**src/rtl/sequenciador_menu_if.sv**
```systemverilog
// Keypad-pulse / menu-output bundle between the control path and sequenciador_menu.
// Inputs are single-cycle pulses sampled on the rising clock edge; outputs are held until the next change.
interface sequenciador_menu_if #(
    parameter int MODO   = 6,
    parameter int BPM    = 2,
    parameter int TOM    = 4,
    parameter int MUSICA = 16
) ();
    logic              iniciar_menu;
    logic              right_arrow_pressed;
    logic              left_arrow_pressed;
    logic              enter_pressed;
    logic              voltar;
    logic [2:0]        menu_sel;
    logic [3:0]        cursor;
    logic              mostra_menu;
    logic [MODO-1:0]   modos;
    logic [BPM-1:0]    bpm;
    logic [TOM-1:0]    tom;
    logic [MUSICA-1:0] musica;
    logic              config_pronta;
    logic [2:0]        state_dbg;

    modport master (
        output iniciar_menu, right_arrow_pressed, left_arrow_pressed, enter_pressed, voltar,
        input  menu_sel, cursor, mostra_menu, modos, bpm, tom, musica, config_pronta, state_dbg
    );

    modport slave (
        input  iniciar_menu, right_arrow_pressed, left_arrow_pressed, enter_pressed, voltar,
        output menu_sel, cursor, mostra_menu, modos, bpm, tom, musica, config_pronta, state_dbg
    );
endinterface

```
**src/rtl/sequenciador_menu.sv**
```systemverilog
// Pre-game menu sequencer: mode -> BPM -> key -> song, holding each choice as a one-hot register.
module sequenciador_menu #(
    parameter int MODO       = 6,
    parameter int BPM        = 2,
    parameter int TOM        = 4,
    parameter int MUSICA     = 16,
    parameter int MODO_GRAVA = 5
) (
    input logic              clock,
    input logic              reset,
    sequenciador_menu_if.slave bus
);
    localparam logic [2:0] S_IDLE   = 3'd0;
    localparam logic [2:0] S_MODO   = 3'd1;
    localparam logic [2:0] S_BPM    = 3'd2;
    localparam logic [2:0] S_TOM    = 3'd3;
    localparam logic [2:0] S_MUSICA = 3'd4;
    localparam logic [2:0] S_DONE   = 3'd5;

    logic [2:0]        state;
    logic [3:0]        cursor_q;
    logic [MODO-1:0]   modos_q;
    logic [BPM-1:0]    bpm_q;
    logic [TOM-1:0]    tom_q;
    logic [MUSICA-1:0] musica_q;
    logic              pronta_q;

    // Lowest set bit wins, so a register is always mapped to a valid cursor.
    function automatic logic [3:0] first_one(input logic [15:0] v);
        logic [3:0] r;
        r = '0;
        for (int i = 15; i >= 0; i--) begin
            if (v[i]) r = 4'(i);
        end
        return r;
    endfunction

    logic [3:0] idx_modos, idx_bpm, idx_tom, idx_musica;
    assign idx_modos  = first_one(16'(modos_q));
    assign idx_bpm    = first_one(16'(bpm_q));
    assign idx_tom    = first_one(16'(tom_q));
    assign idx_musica = first_one(16'(musica_q));

    logic [3:0] lim_m1;
    logic [3:0] cursor_step;
    logic       move_r, move_l;

    assign move_r = bus.right_arrow_pressed & ~bus.left_arrow_pressed;
    assign move_l = bus.left_arrow_pressed & ~bus.right_arrow_pressed;

    always_comb begin
        lim_m1 = '0;
        case (state)
            S_MODO:   lim_m1 = 4'(MODO - 1);
            S_BPM:    lim_m1 = 4'(BPM - 1);
            S_TOM:    lim_m1 = 4'(TOM - 1);
            S_MUSICA: lim_m1 = 4'(MUSICA - 1);
            default:  lim_m1 = '0;
        endcase
    end

    always_comb begin
        cursor_step = cursor_q;
        if (move_r)      cursor_step = (cursor_q == lim_m1) ? 4'd0 : cursor_q + 4'd1;
        else if (move_l) cursor_step = (cursor_q == 4'd0) ? lim_m1 : cursor_q - 4'd1;
    end

    always_ff @(posedge clock) begin
        if (!reset) begin
            state    <= S_IDLE;
            cursor_q <= '0;
            modos_q  <= MODO'(1);
            bpm_q    <= BPM'(1);
            tom_q    <= TOM'(1);
            musica_q <= MUSICA'(1);
            pronta_q <= 1'b0;
        end else begin
            pronta_q <= 1'b0;
            case (state)
                S_IDLE, S_DONE: begin
                    if (bus.iniciar_menu) begin
                        state    <= S_MODO;
                        cursor_q <= idx_modos;
                    end
                end
                S_MODO: begin
                    if (bus.enter_pressed) begin
                        if (int'(cursor_q) < MODO)
                            for (int i = 0; i < MODO; i++) modos_q[i] <= (int'(cursor_q) == i);
                        state    <= S_BPM;
                        cursor_q <= idx_bpm;
                    end else if (bus.voltar) begin
                        state    <= S_IDLE;
                        cursor_q <= '0;
                    end else begin
                        cursor_q <= cursor_step;
                    end
                end
                S_BPM: begin
                    if (bus.enter_pressed) begin
                        if (int'(cursor_q) < BPM)
                            for (int i = 0; i < BPM; i++) bpm_q[i] <= (int'(cursor_q) == i);
                        state    <= S_TOM;
                        cursor_q <= idx_tom;
                    end else if (bus.voltar) begin
                        state    <= S_MODO;
                        cursor_q <= idx_modos;
                    end else begin
                        cursor_q <= cursor_step;
                    end
                end
                S_TOM: begin
                    if (bus.enter_pressed) begin
                        if (int'(cursor_q) < TOM)
                            for (int i = 0; i < TOM; i++) tom_q[i] <= (int'(cursor_q) == i);
                        // Recording mode creates a new song, so there is nothing to pick.
                        if (modos_q[MODO_GRAVA]) begin
                            state    <= S_DONE;
                            pronta_q <= 1'b1;
                            cursor_q <= '0;
                        end else begin
                            state    <= S_MUSICA;
                            cursor_q <= idx_musica;
                        end
                    end else if (bus.voltar) begin
                        state    <= S_BPM;
                        cursor_q <= idx_bpm;
                    end else begin
                        cursor_q <= cursor_step;
                    end
                end
                S_MUSICA: begin
                    if (bus.enter_pressed) begin
                        if (int'(cursor_q) < MUSICA)
                            for (int i = 0; i < MUSICA; i++) musica_q[i] <= (int'(cursor_q) == i);
                        state    <= S_DONE;
                        pronta_q <= 1'b1;
                        cursor_q <= '0;
                    end else if (bus.voltar) begin
                        state    <= S_TOM;
                        cursor_q <= idx_tom;
                    end else begin
                        cursor_q <= cursor_step;
                    end
                end
                default: begin
                    state    <= S_IDLE;
                    cursor_q <= '0;
                end
            endcase
        end
    end

    assign bus.menu_sel      = state;
    assign bus.state_dbg     = state;
    assign bus.mostra_menu   = (state == S_MODO) || (state == S_BPM) ||
                               (state == S_TOM) || (state == S_MUSICA);
    assign bus.cursor        = cursor_q;
    assign bus.modos         = modos_q;
    assign bus.bpm           = bpm_q;
    assign bus.tom           = tom_q;
    assign bus.musica        = musica_q;
    assign bus.config_pronta = pronta_q;
endmodule
```
**src/flat_wrapper.sv**
```systemverilog
// flat-port wrapper written by rule: the top's interface ports become plain ports
module sequenciador_menu_flat 
#(
    parameter int MODO       = 6,
    parameter int BPM        = 2,
    parameter int TOM        = 4,
    parameter int MUSICA     = 16,
    parameter int MODO_GRAVA = 5
)
  (clock, reset, bus_iniciar_menu, bus_right_arrow_pressed, bus_left_arrow_pressed, bus_enter_pressed, bus_voltar, bus_menu_sel, bus_cursor, bus_mostra_menu, bus_modos, bus_bpm, bus_tom, bus_musica, bus_config_pronta, bus_state_dbg);
  sequenciador_menu_if #(.MODO(MODO), .BPM(BPM), .TOM(TOM), .MUSICA(MUSICA)) bus_i ();
  input logic clock;
  input logic reset;
  input wire logic [$bits(bus_i.iniciar_menu)-1:0] bus_iniciar_menu;
  input wire logic [$bits(bus_i.right_arrow_pressed)-1:0] bus_right_arrow_pressed;
  input wire logic [$bits(bus_i.left_arrow_pressed)-1:0] bus_left_arrow_pressed;
  input wire logic [$bits(bus_i.enter_pressed)-1:0] bus_enter_pressed;
  input wire logic [$bits(bus_i.voltar)-1:0] bus_voltar;
  output wire logic [$bits(bus_i.menu_sel)-1:0] bus_menu_sel;
  output wire logic [$bits(bus_i.cursor)-1:0] bus_cursor;
  output wire logic [$bits(bus_i.mostra_menu)-1:0] bus_mostra_menu;
  output wire logic [$bits(bus_i.modos)-1:0] bus_modos;
  output wire logic [$bits(bus_i.bpm)-1:0] bus_bpm;
  output wire logic [$bits(bus_i.tom)-1:0] bus_tom;
  output wire logic [$bits(bus_i.musica)-1:0] bus_musica;
  output wire logic [$bits(bus_i.config_pronta)-1:0] bus_config_pronta;
  output wire logic [$bits(bus_i.state_dbg)-1:0] bus_state_dbg;
  assign bus_i.iniciar_menu = bus_iniciar_menu;
  assign bus_i.right_arrow_pressed = bus_right_arrow_pressed;
  assign bus_i.left_arrow_pressed = bus_left_arrow_pressed;
  assign bus_i.enter_pressed = bus_enter_pressed;
  assign bus_i.voltar = bus_voltar;
  assign bus_menu_sel = bus_i.menu_sel;
  assign bus_cursor = bus_i.cursor;
  assign bus_mostra_menu = bus_i.mostra_menu;
  assign bus_modos = bus_i.modos;
  assign bus_bpm = bus_i.bpm;
  assign bus_tom = bus_i.tom;
  assign bus_musica = bus_i.musica;
  assign bus_config_pronta = bus_i.config_pronta;
  assign bus_state_dbg = bus_i.state_dbg;
  sequenciador_menu #(.MODO(MODO), .BPM(BPM), .TOM(TOM), .MUSICA(MUSICA), .MODO_GRAVA(MODO_GRAVA)) u_core (.clock(clock), .reset(reset), .bus(bus_i));
endmodule
```
**config.mk**
```make
export PLATFORM = sky130hd
export DESIGN_NAME = sequenciador_menu_flat
export DESIGN_NICKNAME = d
export VERILOG_FILES = /design/src/rtl/sequenciador_menu_if.sv /design/src/rtl/sequenciador_menu.sv /design/src/flat_wrapper.sv
export SDC_FILE = /design/constraint.sdc
export NUM_CORES = 1
export LEC_CHECK = 0
export ABC_AREA = 0
export BUFFER_PORTS_ARGS = -buffer_cell sky130_fd_sc_hd__buf_2
export CORE_MARGIN = 2
export CORE_UTILIZATION = 56
export DETAILED_ROUTE_END_ITERATION = 8
export PLACE_DENSITY = 0.85
export REMOVE_ABC_BUFFERS = 1
export SLEW_MARGIN = 40
export SYNTH_ARGS = -nofsm -noshare
export SYNTH_HDL_FRONTEND = slang
export SYNTH_SLANG_ARGS = --single-unit
```
**constraint.sdc**
```tcl
create_clock -name clock -period 2.4 [get_ports clock]
set_input_delay 0.24 -clock clock [delete_from_list [all_inputs] [get_ports clock]]
set_output_delay 0.24 -clock clock [all_outputs]
set_load 0.01 [all_outputs]
```
==> results.ini <==
[status]
status = finished, final reports clean

[finish]
nFillCells = 392
drive_gt1_share_pct = 20.7
final_common_cell = buf_2
syn2layout_area_growth_pct = 15.1
multiInputGateArea_sq_um = 1620
nets = 391
diodes = 0
ff_latch_area_sq_um = 722
final_cell_mix = buf_2 (46), nand2_1 (42), dfxtp_1 (35)

[hold_path]
hold_path_class = primary input to register
holdPathStages = 2

[sta]
worst-slew-pin-transition_ns = 0.641
slew_headroom_pct = 57.1
rsz0062_at_grt = false
setup-tns-final_ns = 0
fin_hold_ws_ns = 0.335
clock.fmax_mhz = 479
final.period_utilization_pct = 87.0
finClkSkew_ns = 0.00530
maxSlewViolCount = 0
hold_viol_final = 0
setup_viol = 0
fin_crit_ns = 2.09

[global_route]
grt_max_degree = 24
use_met3_pct = 6.75
antenna_found_initial = 0
grt_pass1_wl_um = 11900
grt_util_all_layers_pct = 29.8
use_met2_pct = 46.5
grt_pass1_vias = 2377
busiest_layer = met2
grt.overflow.total = 0
gr-usage-met1_pct = 39.5

[synth]
synth_area_per_cell_sq_um = 7.53
synth_top_family_by_area = simple AND/OR/NAND/NOR gates
yosysTopAreaCell = dfxtp_1
syn_area_sq_um = 2540
synth_xor_area_share_pct = 1.78
synth_area_leaders = dfxtp_1 (28%), nand2_1 (6.2%), a21boi_1 (5.6%), nand3_1 (4.7%), a21oi_1 (4.1%)
yosys.cell_types.count = 55
synthArstFlopShare_pct = 0
synthAdderAreaFrac_pct = 1.97
synth_compound_area_share_pct = 26.3
yosysTopAreaCellShare_pct = 28.4
seq_area_frac_synth_pct = 28.4
synth_flop_cell = dfxtp_1
synthMuxAreaShare_pct = 2.37
synth_edf_count = 0
ys_warn_count = 0
yosys.area_share.simple_pct = 31.3
syn-instance-count = 337
ys_seq_elements = 36

[detailed_routing]
ant_nets = 0
vias_per_cell = 6.34
drc = 0
first_pass_iters = 5
drt_first_iter_violations = 364
wl_um = 7570
vias = 2746
post_drt_wl_per_cell_um = 17.5

[clock_tree]
post_cts_buffers = 0
h-tree-depth = 2
root_buffer = clkbuf_8
clk_pin_slew_ns = 0.08
clock_latency_ns = 0.30
cts_buffers = 5
clock-sinks = 36
clockBufferDepth = 2
cts_tree = done

[power]
leakagePower_nw = 1.17
ir_drop_v = 0.000377
p_clk_share_pct = 33.0
p_sw_mw = 0.424
p_int_mw = 0.926
power_density_nw_per_um2 = 462
swShare_pct = 31.4
comb_power_share_pct = 20.3
power_frac_seq_pct = 46.7

[die]
dieArea_sq_um = 5090
core_sq_um = 4350
die_height_um = 71.3
start_util_pct = 58.3
ios = 47
dieWidth_um = 71.3
rows = 24

[worst_setup_path]
endpoint_kind = register
crit_required_ns = 2.58
cp.arrival_ns = 2.26
criticalPathCategory = register to register
worstPathMaxFanout = 6
reg2regPathDepth = 9
worst_setup_path_start_kind = register

[placement]
io_buffers = 46
hpwlAfterDp_um = 5480
gp_congestion = 1.01

[flow_run]
drv_cap = 0

==> state kept, by name, indices dropped and copies added (netlist names) <==
name                      cells
u_core.bus.musica            16
u_core.bus.modos              6
u_core.bus.cursor             4
u_core.bus.tom                4
u_core.bus.menu_sel           3
u_core.bus.bpm                2
u_core.bus.config_pronta      1
==> cell usage after synthesis, types with 2 or more instances <==
| master | n |
|---|---|
| nand3_1 | 24 |
| o21ai_0 | 12 |
| clkbuf_1 | 11 |
| o211ai_1 | 3 |
| a211oi_1 | 5 |
| nor2b_1 | 11 |
| nor3_1 | 12 |
| mux2i_1 | 6 |
| o311ai_1 | 2 |
| buf_6 | 3 |
| a21boi_1 | 19 |
| o22ai_1 | 3 |
| nor2_1 | 23 |
| nor4b_1 | 2 |
| dfxtp_1 | 36 |
| nor4_1 | 2 |
| nor3b_1 | 3 |
| nand2b_1 | 10 |
| inv_1 | 9 |
| a22oi_1 | 2 |
| nand2_1 | 42 |
| o21ai_1 | 6 |
| ha_1 | 4 |
| or3b_1 | 2 |
| o31ai_1 | 4 |
| buf_2 | 9 |
| o21a_1 | 4 |
| a21oi_1 | 21 |
| nand4_1 | 6 |
| a211o_1 | 4 |
| a31oi_1 | 7 |
| buf_4 | 6 |
| xor2_1 | 2 |
==> path summary, 6_finish.rpt <==
check	endpoint	from	slack [ns]
max	u_core.bus.cursor[1]	u_core.bus.cursor[1]	0.31
min	u_core.bus.modos[0]	reset	0.34
max reg2reg	u_core.bus.cursor[1]	u_core.bus.cursor[1]	0.31
min reg2reg	u_core.bus.musica[1]	u_core.bus.musica[1]	0.49
==> worst max-delay path: stages (launching register included) <==
cell      delay (ns)
dfxtp_1         0.31
inv_1           0.13
ha_1            0.30
or3b_1          0.42
a211oi_1        0.30
a21oi_1         0.07
nor3_1          0.14
o21ai_1         0.09
a21oi_1         0.13
o31ai_1         0.08
==> timing repair <==
action | 4_1_cts | 5_1_grt
resized for setup | 0 | 1
endpoints found under the hold margin | 0 | 0
setup endpoints to repair | 0 | 1
hold buffers | 0 | 0
==> metrics by stage <==
stage	area [sq um]	instances	utilization (%)	worst slack (ns)	total power, mW
finish	2920	433	67.1	0.312	1.35
floorplan	2370	308	-	0.325	0.803
global route	2920	433	67.1	0.178	1.40
detailed placement	2840	425	65.1	0.204	0.909
global placement	2840	425	65.1	0.287	0.908
CTS	2920	433	67.1	0.184	1.35
==> power groups by stage <==
| stage | registers, mW | logic, mW | clock network (mW) |
|---|---|---|---|
| global route | 0.633 | 0.293 | 0.471 |
| detailed placement | 0.644 | 0.265 | 0 |
| floorplan | 0.654 | 0.149 | 0 |
| CTS | 0.630 | 0.267 | 0.449 |
| global placement | 0.643 | 0.265 | 0 |
| finish | 0.631 | 0.274 | 0.446 |
==> logic make-up (layout without fill, tap and decap cells) <==
| kind of cell | Yosys count | in the layout |
|---|---|---|
| simple gates | 149 | 149 |
| compound gates | 101 | 101 |
| buf+inv | 38 | 82 |
| flops | 36 | 36 |
| mux | 6 | 6 |
| fa+ha+maj | 4 | 4 |
| xor+xnor | 3 | 3 |
==> routing by layer <==
metal	up-vias	share of wire, %	wire (um)
met3	23	9.2	698
met2	159	47	3520
met1	1263	41	3130
met4	0	2.8	213
li1	1301	-	-
met5	-	0	0
==> final cells by class <==
type                    instances  area share, %
clock buffers                   7           2.61
inverters                       9           1.16
multi-input cells             263           55.4
flip-flops and latches         36           24.7
well taps                      52           2.23
repair buffers                 65           13.6
clock inverters                 1          0.300
No activity file was read; power rests on OpenSTA's default activity.
